`config.mk`:
```
export PLATFORM = sky130hd
export DESIGN_NAME = byte_unstriper_n
export DESIGN_NICKNAME = d
export VERILOG_FILES = /design/src/rtl/unstripe_pkg.sv /design/src/rtl/comma_sync_detect.sv /design/src/rtl/byte_unstriper_n.sv
export SDC_FILE = /design/constraint.sdc
export NUM_CORES = 1
export LEC_CHECK = 0
export CAP_MARGIN = 20
export CORE_MARGIN = 1
export CORE_UTILIZATION = 35
export CTS_BUF_LIST = sky130_fd_sc_hd__clkbuf_4
export DETAILED_ROUTE_END_ITERATION = 12
export PLACE_DENSITY = 0.57
export SYNTH_ARGS = -nofsm -noshare
export SYNTH_HDL_FRONTEND = slang
export SYNTH_HIERARCHICAL = 1
export SYNTH_SLANG_ARGS = --single-unit
```
`constraint.sdc`:
```
create_clock -name clk_f -period 4.14 [get_ports clk_f]
set_input_delay 0.621 -clock clk_f [delete_from_list [all_inputs] [get_ports clk_f]]
set_output_delay 0.621 -clock clk_f [all_outputs]
set_load 0.01 [all_outputs]
```
`src/rtl/unstripe_pkg.sv`:
```
// Shared types and constants for the byte un-striper.
package unstripe_pkg;

    // Lock state: hunting for commas, or distributing slots over lanes
    typedef enum logic {
        SEARCH = 1'b0,
        SYNCED = 1'b1
    } state_t;

    // Default idle/sync symbol
    localparam logic [7:0] COMMA_DEFAULT = 8'hBC;

endpackage

```
`src/rtl/comma_sync_detect.sv`:
```
// Counts consecutive idle comma symbols while searching and flags the
// sample edge that sees the SYNC_COUNT-th one (lock_c, combinational).
module comma_sync_detect
    import unstripe_pkg::*;
#(
    parameter int unsigned      WIDTH      = 8,
    parameter logic [WIDTH-1:0] COMMA      = WIDTH'(COMMA_DEFAULT),
    parameter int unsigned      SYNC_COUNT = 4
) (
    input  logic             clk_f,
    input  logic             reset,
    input  logic [WIDTH-1:0] in_data,
    input  logic             in_valid,
    input  logic             search,
    output logic             lock_c
);

    localparam int unsigned CW = $clog2(SYNC_COUNT + 1);

    logic [CW-1:0] comma_cnt;
    logic          is_comma_c;

    // A comma is an idle slot carrying the sync symbol
    assign is_comma_c = !in_valid && (in_data == COMMA);

    // Lock when this comma completes the required run
    assign lock_c = search && is_comma_c && (comma_cnt == CW'(SYNC_COUNT - 1));

    // Saturating run counter; held at zero outside SEARCH so every new
    // search starts fresh
    always_ff @(posedge clk_f) begin
        if (!reset) begin
            comma_cnt <= '0;
        end else if (!search || !is_comma_c) begin
            comma_cnt <= '0;
        end else if (comma_cnt != CW'(SYNC_COUNT)) begin
            comma_cnt <= comma_cnt + CW'(1);
        end
    end

endmodule

```
`src/rtl/byte_unstriper_n.sv`:
```
// Byte un-striper: locks on a run of idle commas, then deals consecutive
// byte slots round-robin over LANES lanes and presents each completed lane
// word with per-lane valid flags and a one-cycle strobe.
// Optional feature: define UNSTRIPE_LOS_EN to drop lock after LOS_LIMIT
// consecutive non-comma idle slots.
module byte_unstriper_n
    import unstripe_pkg::*;
#(
    parameter int unsigned      LANES      = 4,
    parameter int unsigned      WIDTH      = 8,
    parameter logic [WIDTH-1:0] COMMA      = WIDTH'(COMMA_DEFAULT),
    parameter int unsigned      SYNC_COUNT = 4,
    parameter int unsigned      LOS_LIMIT  = 8
) (
    input  logic                   clk_f,
    input  logic                   reset,
    input  logic [WIDTH-1:0]       in_data,
    input  logic                   in_valid,
    output logic [LANES*WIDTH-1:0] out_data,
    output logic [LANES-1:0]       out_valid,
    output logic                   out_strobe,
    output logic                   active
);

    localparam int unsigned PW = $clog2(LANES);

    state_t           state;
    state_t           state_nxt;
    logic [PW-1:0]    lane_ptr;
    logic [PW-1:0]    lane_ptr_nxt;
    logic [WIDTH-1:0] slot_data [LANES];
    logic [LANES-1:0] slot_vld;
    logic             word_done;
    logic             lock_c;
    logic             los_hit_c;
    logic             last_slot_c;
    logic             synced_c;

    assign synced_c    = (state == SYNCED);
    assign last_slot_c = (lane_ptr == PW'(LANES - 1));

    // Comma run counter and lock pulse
    comma_sync_detect #(
        .WIDTH      (WIDTH),
        .COMMA      (COMMA),
        .SYNC_COUNT (SYNC_COUNT)
    ) u_sync (
        .clk_f    (clk_f),
        .reset    (reset),
        .in_data  (in_data),
        .in_valid (in_valid),
        .search   (!synced_c),
        .lock_c   (lock_c)
    );

`ifdef UNSTRIPE_LOS_EN
    localparam int unsigned LW = $clog2(LOS_LIMIT + 1);

    logic [LW-1:0] los_cnt;
    logic          bad_idle_c;

    assign bad_idle_c = !in_valid && (in_data != COMMA);
    assign los_hit_c  = synced_c && bad_idle_c && (los_cnt == LW'(LOS_LIMIT - 1));

    // Run length of consecutive bad idle slots while locked
    always_ff @(posedge clk_f) begin
        if (!reset) begin
            los_cnt <= '0;
        end else if (!synced_c || !bad_idle_c || los_hit_c) begin
            los_cnt <= '0;
        end else begin
            los_cnt <= los_cnt + LW'(1);
        end
    end
`else
    // Lock is only ever left through reset
    assign los_hit_c = (LOS_LIMIT == 0) ? 1'b0 : 1'b0;
`endif

    // Next state and lane pointer
    always_comb begin
        state_nxt    = state;
        lane_ptr_nxt = lane_ptr;
        case (state)
            SEARCH: begin
                if (lock_c) begin
                    state_nxt    = SYNCED;
                    lane_ptr_nxt = '0;
                end
            end
            SYNCED: begin
                if (los_hit_c) begin
                    state_nxt    = SEARCH;
                    lane_ptr_nxt = '0;
                end else if (last_slot_c) begin
                    lane_ptr_nxt = '0;
                end else begin
                    lane_ptr_nxt = lane_ptr + PW'(1);
                end
            end
            default: begin
                state_nxt    = SEARCH;
                lane_ptr_nxt = '0;
            end
        endcase
    end

    // State, lane pointer, lock flag and word-complete marker
    always_ff @(posedge clk_f) begin
        if (!reset) begin
            state     <= SEARCH;
            lane_ptr  <= '0;
            active    <= 1'b0;
            word_done <= 1'b0;
        end else begin
            state     <= state_nxt;
            lane_ptr  <= lane_ptr_nxt;
            active    <= (state_nxt == SYNCED);
            word_done <= synced_c && last_slot_c && !los_hit_c;
        end
    end

    // Slot capture into the lane buffer while locked
    always_ff @(posedge clk_f) begin
        if (!reset) begin
            for (int k = 0; k < int'(LANES); k++) begin
                slot_data[k] <= '0;
            end
            slot_vld <= '0;
        end else if (synced_c) begin
            slot_data[lane_ptr] <= in_valid ? in_data : '0;
            slot_vld[lane_ptr]  <= in_valid;
        end
    end

    // Output word register, loaded one edge after the last slot is captured
    always_ff @(posedge clk_f) begin
        if (!reset) begin
            out_data   <= '0;
            out_valid  <= '0;
            out_strobe <= 1'b0;
        end else begin
            out_strobe <= word_done;
            if (word_done) begin
                for (int k = 0; k < int'(LANES); k++) begin
                    out_data[k*WIDTH +: WIDTH] <= slot_data[k];
                end
                out_valid <= slot_vld;
            end
        end
    end

endmodule

```
==> results.json, run 1 <==
{
  "layout.nets": 330,
  "combPwrFrac": 0.030,
  "clock_latency_ps": 420,
  "max-cap-violations": 0,
  "viasPerCell": 4.69,
  "syn_area_per_cell_um2": 11.9,
  "worst_slew_pin_slew_ps": 781,
  "place_congestion": 0.738,
  "final-max-slew-violation-count": 0,
  "endpoint_kind": "output port",
  "htree_num_levels": 3,
  "critical-path-top-delay-family": "flip-flops",
  "cts_buffer_depth": 2,
  "slowest_delay_ps": 740,
  "synthTopCellsByArea": "dfxtp_1 (31%), edfxtp_1 (31%), mux2i_1 (13%), nor2_1 (8.7%), ha_1 (2.8%)",
  "cts_tree": "built",
  "clock_sinks": 80,
  "grt_max_degree": 40,
  "routed_wl_um": 5750,
  "grt_pass1_wl_um": 9040,
  "p_leak_nw": 1.39,
  "p_clk_frac": 0.368,
  "power.net_switching_mw": 0.291,
  "slowest_stage": "dfxtp_1",
  "finalInstanceArea_um2": 3810,
  "rsz0062_at_grt": "no",
  "relSlewSlack": 0.478,
  "dp_hpwl_um": 3970,
  "synthCells": 261,
  "yosysTopAreaCell": "dfxtp_1",
  "p_seq_frac": 0.602,
  "ctsResizeCount": 0,
  "start_kind": "register",
  "finalCritPeriodShare": 0.583,
  "switching_share": 0.210,
  "grt.overflow.total": 0,
  "post_dp_cell_area_um2": 3620,
  "yosysSeqAreaShare": 0.620,
  "drt.antenna.violating_nets": 0,
  "grt_antenna_before_repair": 0,
  "final-hold-violation-count": 0,
  "p_per_area_nw_per_um2": 363,
  "status": "completed",
  "firstDrtPassIters": 4,
  "drt_iter0_markers": 52,
  "crit_path_max_fanout": 15,
  "path_clk_slew_ps": 120,
  "drc": 0,
  "fin_worst_skew_ps": 21.3,
  "max_freq_ghz": 0.415,
  "num_rows": 33,
  "post-route-util": 0.455,
  "crit_chain": "clkdlybuf4s50_1",
  "seq_area_um2": 1920,
  "synth_cell_types": 29,
  "fin_crit_ps": 2410,
  "cts_hold_buffers": 0,
  "syn_nets": 279,
  "synth_warnings": 6,
  "core_area_um2": 8380,
  "cp.buffers_inverters": 1,
  "hp-class": "reg -> reg",
  "grt_pass1_vias": 1907,
  "area.growth.synth_to_final_pct": 23.0,
  "die_y_um": 96.1,
  "fin_ws_ps": 1730,
  "fin_setup_tns_ps": 0,
  "num_vias": 1978,
  "numCtsBuffers": 9,
  "fillCellCount": 824,
  "dpl.cell_count": 403,
  "post_cts_buffers": 0,
  "drive_gt1_frac": 0.0915,
  "io_buffers": 48,
  "start_util": 0.370,
  "hold_ws_ps": 474,
  "netlist_area_um2": 3100,
  "dp_slack_ps": 1500,
  "track_usage": 0.134,
  "final-instance-count-excl-fill": 422,
  "die-area_um2": 9240,
  "cts-root-buf": "clkbuf_4",
  "io_pins": 49,
  "finalSetupViolCount": 0,
  "power_mw": 1.38,
  "post_drt_wl_per_cell_um": 13.6,
  "arrival_ps": 1790,
  "critPathKind": "reg -> out",
  "p_int_mw": 1.09,
  "peakVddDrop_mv": 0.195,
  "crit_required_ps": 3520,
  "synth_top_area_share": 0.310,
  "ys_seq_elements": 80,
  "die_w_um": 96.1,
  "diodes": 0,
  "multi_input_area_um2": 1050
}
logic make-up (layout without fill, tap and decap cells):
family                   Yosys count  in the layout  synth area share
XOR/XNOR                           1              1           0.00283
multiplexers                      40             40             0.129
AND/OR/NAND/NOR                  105            105             0.159
AO/OA/AOI/OAI                      8              8            0.0194
flip-flops                        80             80             0.620
adder cells (fa/ha/maj)            7              7            0.0282
buffers and inverters             20             76            0.0420
synthesized netlist by cell type:
| master | n |
|---|---|
| buf_2 | 5 |
| nand4_2 | 1 |
| o31ai_1 | 2 |
| and4_2 | 1 |
| nand4bb_1 | 1 |
| a21oi_1 | 2 |
| o21ai_0 | 2 |
| a31o_2 | 1 |
| nand2_1 | 20 |
| edfxtp_1 | 32 |
| nand4b_4 | 2 |
| clkbuf_1 | 2 |
| clkbuf_8 | 1 |
| dfxtp_1 | 48 |
| inv_2 | 2 |
| nor2_1 | 72 |
| buf_6 | 2 |
| inv_1 | 5 |
| ha_1 | 7 |
| xnor2_1 | 1 |
| clkbuf_2 | 1 |
| and4bb_1 | 2 |
| nor4bb_1 | 1 |
| buf_8 | 2 |
| mux2i_1 | 40 |
| o41ai_2 | 1 |
| and2_1 | 2 |
| or2b_1 | 1 |
| nand3_1 | 2 |
final cells by class:
| class | instances | area share |
|---|---|---|
| multi-input cells | 161 | 0.275 |
| flip-flops and latches | 80 | 0.504 |
| clock inverters | 6 | 0.0223 |
| well taps | 105 | 0.0345 |
| repair buffers | 53 | 0.137 |
| clock buffers | 10 | 0.0197 |
| inverters | 7 | 0.00689 |
cells in the final DEF (no fill, tap or decap), types with 5 or more instances in the layout:
cell type        count
nand2_1             20
clkdlybuf4s50_1     48
mux2i_1             40
edfxtp_1            32
nor2_1              72
inv_1                5
ha_1                 7
dfxtp_1             47
clkbuf_4            10
power by group through the flow:
| stage | sequential, mW | combinational (mW) | clock (mW) |
|---|---|---|---|
| after floorplan | 0.849 | 0.0197 | 0 |
| after global placement | 0.851 | 0.0403 | 0 |
| after detailed placement | 0.851 | 0.0413 | 0 |
| after CTS | 0.833 | 0.0411 | 0.520 |
| after global routing | 0.834 | 0.0450 | 0.551 |
| final | 0.833 | 0.0416 | 0.508 |
layer usage:
layer  global-route usage  routed length, um  share of wire  vias up
met5                    0                  0              0        -
li1                     -                  -              -      984
met3               0.0498                296          0.051        4
met4               0.0410                 40         0.0070        0
met1                0.176               2750           0.48      948
met2                0.206               2670           0.46       42
sequential cells by signal (all words and copies together) (netlist names):
name              count
u_sync/comma_cnt      3
slot_vld              4
out_strobe            1
word_done             1
out_data             32
slot_data            32
out_valid             4
lane_ptr              2
state                 1
path summary, 6_finish.rpt:
check	cells past startpoint	start	to	slack, ps
worst max-delay path	1	state	active	1730
worst min-delay path	2	slot_vld[0]	slot_vld[0]	470
worst min register to register	2	slot_vld[0]	slot_vld[0]	470
worst max register to register	3	state	slot_data[1][5]	2060
worst reg2reg max path: stages (launching register included):
cell	delay (ps)
dfxtp_1	740
or2b_1	290
o21ai_0	510
clkbuf_2	280
Power figures use the tool's default switching activity.
==> inputs of run 2 (changes only) <==
==> constraint.sdc (replaced) <==
create_clock -name clk_f -period 2.3 [get_ports clk_f]
set_input_delay 0.345 -clock clk_f [delete_from_list [all_inputs] [get_ports clk_f]]
set_output_delay 0.345 -clock clk_f [all_outputs]
set_load 0.01 [all_outputs]
==> results.json, run 2 (synthesis gave the netlist of run 1 again) <==
{
  "status": "completed",
  "max-cap-violations": 0,
  "post_cts_buffers": 0,
  "rsz0062_at_grt": "no",
  "drc": 0,
  "ctsResizeCount": 0,
  "cp.buffers_inverters": 1,
  "critPathKind": "reg -> out",
  "crit_chain": "clkdlybuf4s50_1",
  "drt_iter0_markers": 103,
  "path_clk_slew_ps": 120,
  "p_per_area_nw_per_um2": 647,
  "diodes": 0,
  "crit_required_ps": 1960,
  "die-area_um2": 9240,
  "htree_num_levels": 3,
  "io_pins": 49,
  "core_area_um2": 8380,
  "arrival_ps": 1360,
  "critical-path-top-delay-family": "buffers and inverters",
  "post_dp_cell_area_um2": 3710,
  "cts_hold_buffers": 0,
  "fin_worst_skew_ps": 17.7,
  "final-hold-violation-count": 0,
  "dp_hpwl_um": 4100,
  "crit_path_max_fanout": 4,
  "grt_max_degree": 24,
  "grt_pass1_vias": 1874,
  "final-max-slew-violation-count": 0,
  "finalCritPeriodShare": 0.741,
  "hold_ws_ps": 476,
  "slowest_stage": "clkdlybuf4s50_1",
  "worst_slew_pin_slew_ps": 501,
  "clock_latency_ps": 420,
  "hp-class": "reg -> reg",
  "max_freq_ghz": 0.587,
  "fillCellCount": 781,
  "cts_tree": "built",
  "grt_pass1_wl_um": 9390,
  "track_usage": 0.139,
  "drive_gt1_frac": 0.106,
  "drt.antenna.violating_nets": 0,
  "slowest_delay_ps": 560,
  "fin_crit_ps": 1700,
  "finalSetupViolCount": 0,
  "dp_slack_ps": 448,
  "peakVddDrop_mv": 0.308,
  "layout.nets": 335,
  "p_leak_nw": 1.42,
  "die_w_um": 96.1,
  "io_buffers": 48,
  "viasPerCell": 4.67,
  "place_congestion": 0.793,
  "final_cell_mix": "nor2_1 (72), clkdlybuf4s50_1 (48), dfxtp_1 (47)",
  "routed_wl_um": 5860,
  "clock_sinks": 80,
  "endpoint_kind": "output port",
  "relSlewSlack": 0.666,
  "fin_setup_tns_ps": 0,
  "start_kind": "register",
  "grt.overflow.total": 0,
  "area.growth.synth_to_final_pct": 24.8,
  "fin_ws_ps": 595,
  "post_drt_wl_per_cell_um": 13.7,
  "num_vias": 1990,
  "reg.largest.list": "out_data x32, slot_data x32",
  "die_y_um": 96.1,
  "cts_buffer_depth": 2,
  "cts-root-buf": "clkbuf_4",
  "mostFrequentLayoutCell": "nor2_1",
  "start_util": 0.370,
  "grt_antenna_before_repair": 0,
  "num_rows": 33,
  "finalInstanceArea_um2": 3870,
  "numCtsBuffers": 9,
  "firstDrtPassIters": 4
}
-- run 2: cell types whose count changed in the layout (fill, tap and decap cells not counted), sizes merged --
cell      before  now
clkbuf        11    9
inv            7    8
clkinvlp       1    2
buf            4   10
clkinv         3    1
-- run 2: final timing paths --
check	startpoint	to	slack (ps)	cells past startpoint
hold reg to reg	slot_vld[1]	slot_vld[1]	480	2
setup reg to reg	lane_ptr[0]	slot_data[3][7]	720	3
hold / removal	slot_vld[1]	slot_vld[1]	480	2
setup / recovery	state	active	600	1
-- run 2: report_power, final --
group	switching, mW	internal (mW)	total (mW)
Combinational	0.0515	0.0325	0.0840
Sequential	0.00796	1.49	1.50
Clock	0.479	0.440	0.919
-- run 2: cell type report --
cell class / count / area, um2 / area share
Sequential cell: 80 / 1920 / 0.497
Multi-Input combinational cell: 161 / 1050 / 0.271
Timing Repair Buffer: 58 / 581 / 0.150
Tap cell: 105 / 131 / 0.0339
Clock inverter: 6 / 92.6 / 0.0239
Clock buffer: 9 / 67.6 / 0.0175
Inverter: 7 / 26.3 / 0.00679
-- run 2: metal layers --
layer  routed length, um  global-route usage  up-vias
met5                   0                   0        -
met4                  74              0.0448        0
met3                 333              0.0521        7
met2                2680               0.208       54
met1                2770               0.184      935
li1                    -                   -      994
-- run 2: per-stage QoR --
| stage | power, mW | util | cells |
|---|---|---|---|
| floorplan | 1.56 | - | 261 |
| CTS | 2.55 | 0.462 | 426 |
| global route | 2.61 | 0.462 | 426 |
| detailed placement | 1.62 | 0.443 | 411 |
| global placement | 1.62 | 0.443 | 411 |
| finish | 2.50 | 0.462 | 426 |
==> inputs of run 3 (changes only) <==
--- a/config.mk
+++ b/config.mk
@@ -10,7 +10,7 @@
 export CORE_UTILIZATION = 35
 export CTS_BUF_LIST = sky130_fd_sc_hd__clkbuf_4
 export DETAILED_ROUTE_END_ITERATION = 12
-export PLACE_DENSITY = 0.57
+export PLACE_DENSITY = 0.59
 export SYNTH_ARGS = -nofsm -noshare
 export SYNTH_HDL_FRONTEND = slang
 export SYNTH_HIERARCHICAL = 1
==> constraint.sdc (replaced) <==
create_clock -name clk_f -period 1.4 [get_ports clk_f]
set_input_delay 0.21 -clock clk_f [delete_from_list [all_inputs] [get_ports clk_f]]
set_output_delay 0.21 -clock clk_f [all_outputs]
set_load 0.01 [all_outputs]
==> results.json, run 3 (synthesis gave the netlist of run 1 again) <==
{
  "drt.antenna.violating_nets": 0,
  "start_kind": "register",
  "area.growth.synth_to_final_pct": 29.3,
  "regToRegEndpoint": "lane_ptr[1]",
  "mostFrequentLayoutCell": "nor2_1",
  "core_area_um2": 8380,
  "io_buffers": 48,
  "rrSetupSlack_ps": 70,
  "num_vias": 2043,
  "post_dp_cell_area_um2": 3910,
  "clock_latency_ps": 410,
  "cts_hold_buffers": 0,
  "finalSetupViolCount": 0,
  "numCtsBuffers": 9,
  "cts_buffer_depth": 2,
  "track_usage": 0.150,
  "endpoint_kind": "register",
  "use_met1": 0.180,
  "fin_worst_skew_ps": 19.1,
  "post_drt_wl_per_cell_um": 13.8,
  "p_per_area_nw_per_um2": 946,
  "grt_most_used_layer": "met2",
  "peakVddDrop_mv": 0.347,
  "hold_ws_ps": 477,
  "grt_max_degree": 29,
  "final_cell_mix": "nor2_1 (71), dfxtp_1 (45), mux2i_1 (40)",
  "layout.nets": 352,
  "path_clk_slew_ps": 110,
  "post-route-util": 0.478,
  "p_leak_nw": 1.70,
  "firstDrtPassIters": 4,
  "die_y_um": 96.1,
  "worst_slew_pin_slew_ps": 302,
  "reg.largest.list": "out_data x32, slot_data x32",
  "max-cap-violations": 0,
  "routed_wl_um": 6130,
  "r2r_cells": 5,
  "grtUsageMet2": 0.257,
  "grt_pass1_wl_um": 10100,
  "die_w_um": 96.1,
  "htree_num_levels": 3,
  "drive_gt1_frac": 0.177,
  "rsz0062_at_grt": "no",
  "hp-class": "reg -> reg",
  "final-hold-violation-count": 0,
  "crit_start": "u_sync/comma_cnt[0]",
  "drc": 0,
  "grt.overflow.total": 0,
  "place_congestion": 0.722,
  "met3_usage": 0.0427,
  "rr_startpoint": "u_sync/comma_cnt[0]",
  "num_rows": 33,
  "diodes": 0,
  "finalCritPeriodShare": 0.950,
  "max_freq_ghz": 0.752,
  "final-max-slew-violation-count": 0,
  "setup.worst_path.end": "lane_ptr[1]",
  "fillCellCount": 798,
  "critPathKind": "reg -> reg",
  "power_mw": 3.79,
  "die-area_um2": 9240,
  "dp_hpwl_um": 4430,
  "relSlewSlack": 0.798,
  "fin_crit_ps": 1330,
  "clock_sinks": 80,
  "start_util": 0.370,
  "grt_pass1_vias": 2077,
  "finalInstanceArea_um2": 4010,
  "io_pins": 49,
  "viasPerCell": 4.60,
  "cts_tree": "built",
  "crit_required_ps": 1710,
  "drt_iter0_markers": 73,
  "status": "completed",
  "arrival_ps": 1640,
  "crit_path_max_fanout": 3,
  "cts-root-buf": "clkbuf_4",
  "grt_antenna_before_repair": 0
}
==> run 3: cell types whose count changed in the layout (fill, tap and decap cells not counted), moves of 3 or more <==
cell             change
clkdlybuf4s50_1     -38
dlygate4sd2_1       +37
buf_4               +13
clkbuf_4             +3
buf_12               +3
==> run 3: routing by layer <==
metal	up-vias	part of all wire
met1	967	0.45
met3	2	0.039
met5	-	0
met2	44	0.50
li1	1030	-
met4	0	0.0047
==> run 3: stage by stage <==
stage / cells / TNS, ps / setup WS, ps
2_1_floorplan: 261 / 0 / 8.11
3_3_place_gp: 426 / -291 / -174
3_5_place_dp: 426 / -496 / -189
4_1_cts: 442 / 0 / 3.00
5_1_grt: 444 / 0 / 2.16
6_report: 444 / 0 / 69.6
==> run 3: worst min-delay path by stage <==
stage                     start             endpoint  slack [ps]  cells past startpoint
floorplan                 reset  u_sync/comma_cnt[1]         360                      2
global placement    slot_vld[1]          slot_vld[1]         460                      2
detailed placement  slot_vld[2]          slot_vld[2]         470                      2
CTS                 slot_vld[2]          slot_vld[2]         490                      2
global route        slot_vld[2]          slot_vld[2]         510                      2
finish              slot_vld[2]          slot_vld[2]         480                      2
==> run 3: final cells by class <==
type | instances | area, um2 | share of cell area
Multi-Input combinational cell | 161 | 1100 | 0.275
Inverter | 7 | 33.8 | 0.00843
Sequential cell | 80 | 1930 | 0.481
Clock inverter | 4 | 25.0 | 0.00624
Tap cell | 105 | 131 | 0.0328
Clock buffer | 12 | 90.1 | 0.0225
Timing Repair Buffer | 75 | 698 | 0.174
==> run 3: critical path, cell delays in order (launching register included) <==
cell	delay [ps]
dfxtp_1	360
ha_1	210
ha_1	180
and4_4	180
buf_4	130
o41ai_2	180
==> run 3: report_power, final <==
group	internal, mW	total, mW	switching, mW	leakage (nW)
registers	2.45	2.46	0.0103	0.712
logic	0.0800	0.175	0.0954	0.927
clock network	0.421	1.16	0.738	0.0650
total	2.95	3.79	0.844	1.70
==> run 3: repair_timing <==
| item | in CTS | in global routing |
|---|---|---|
| resized for setup | 42 | 3 |
| pin swaps | 0 | 0 |
| cloned | 0 | 0 |
| endpoints found under the setup margin | 38 | 18 |
| setup buffers | 0 | 2 |
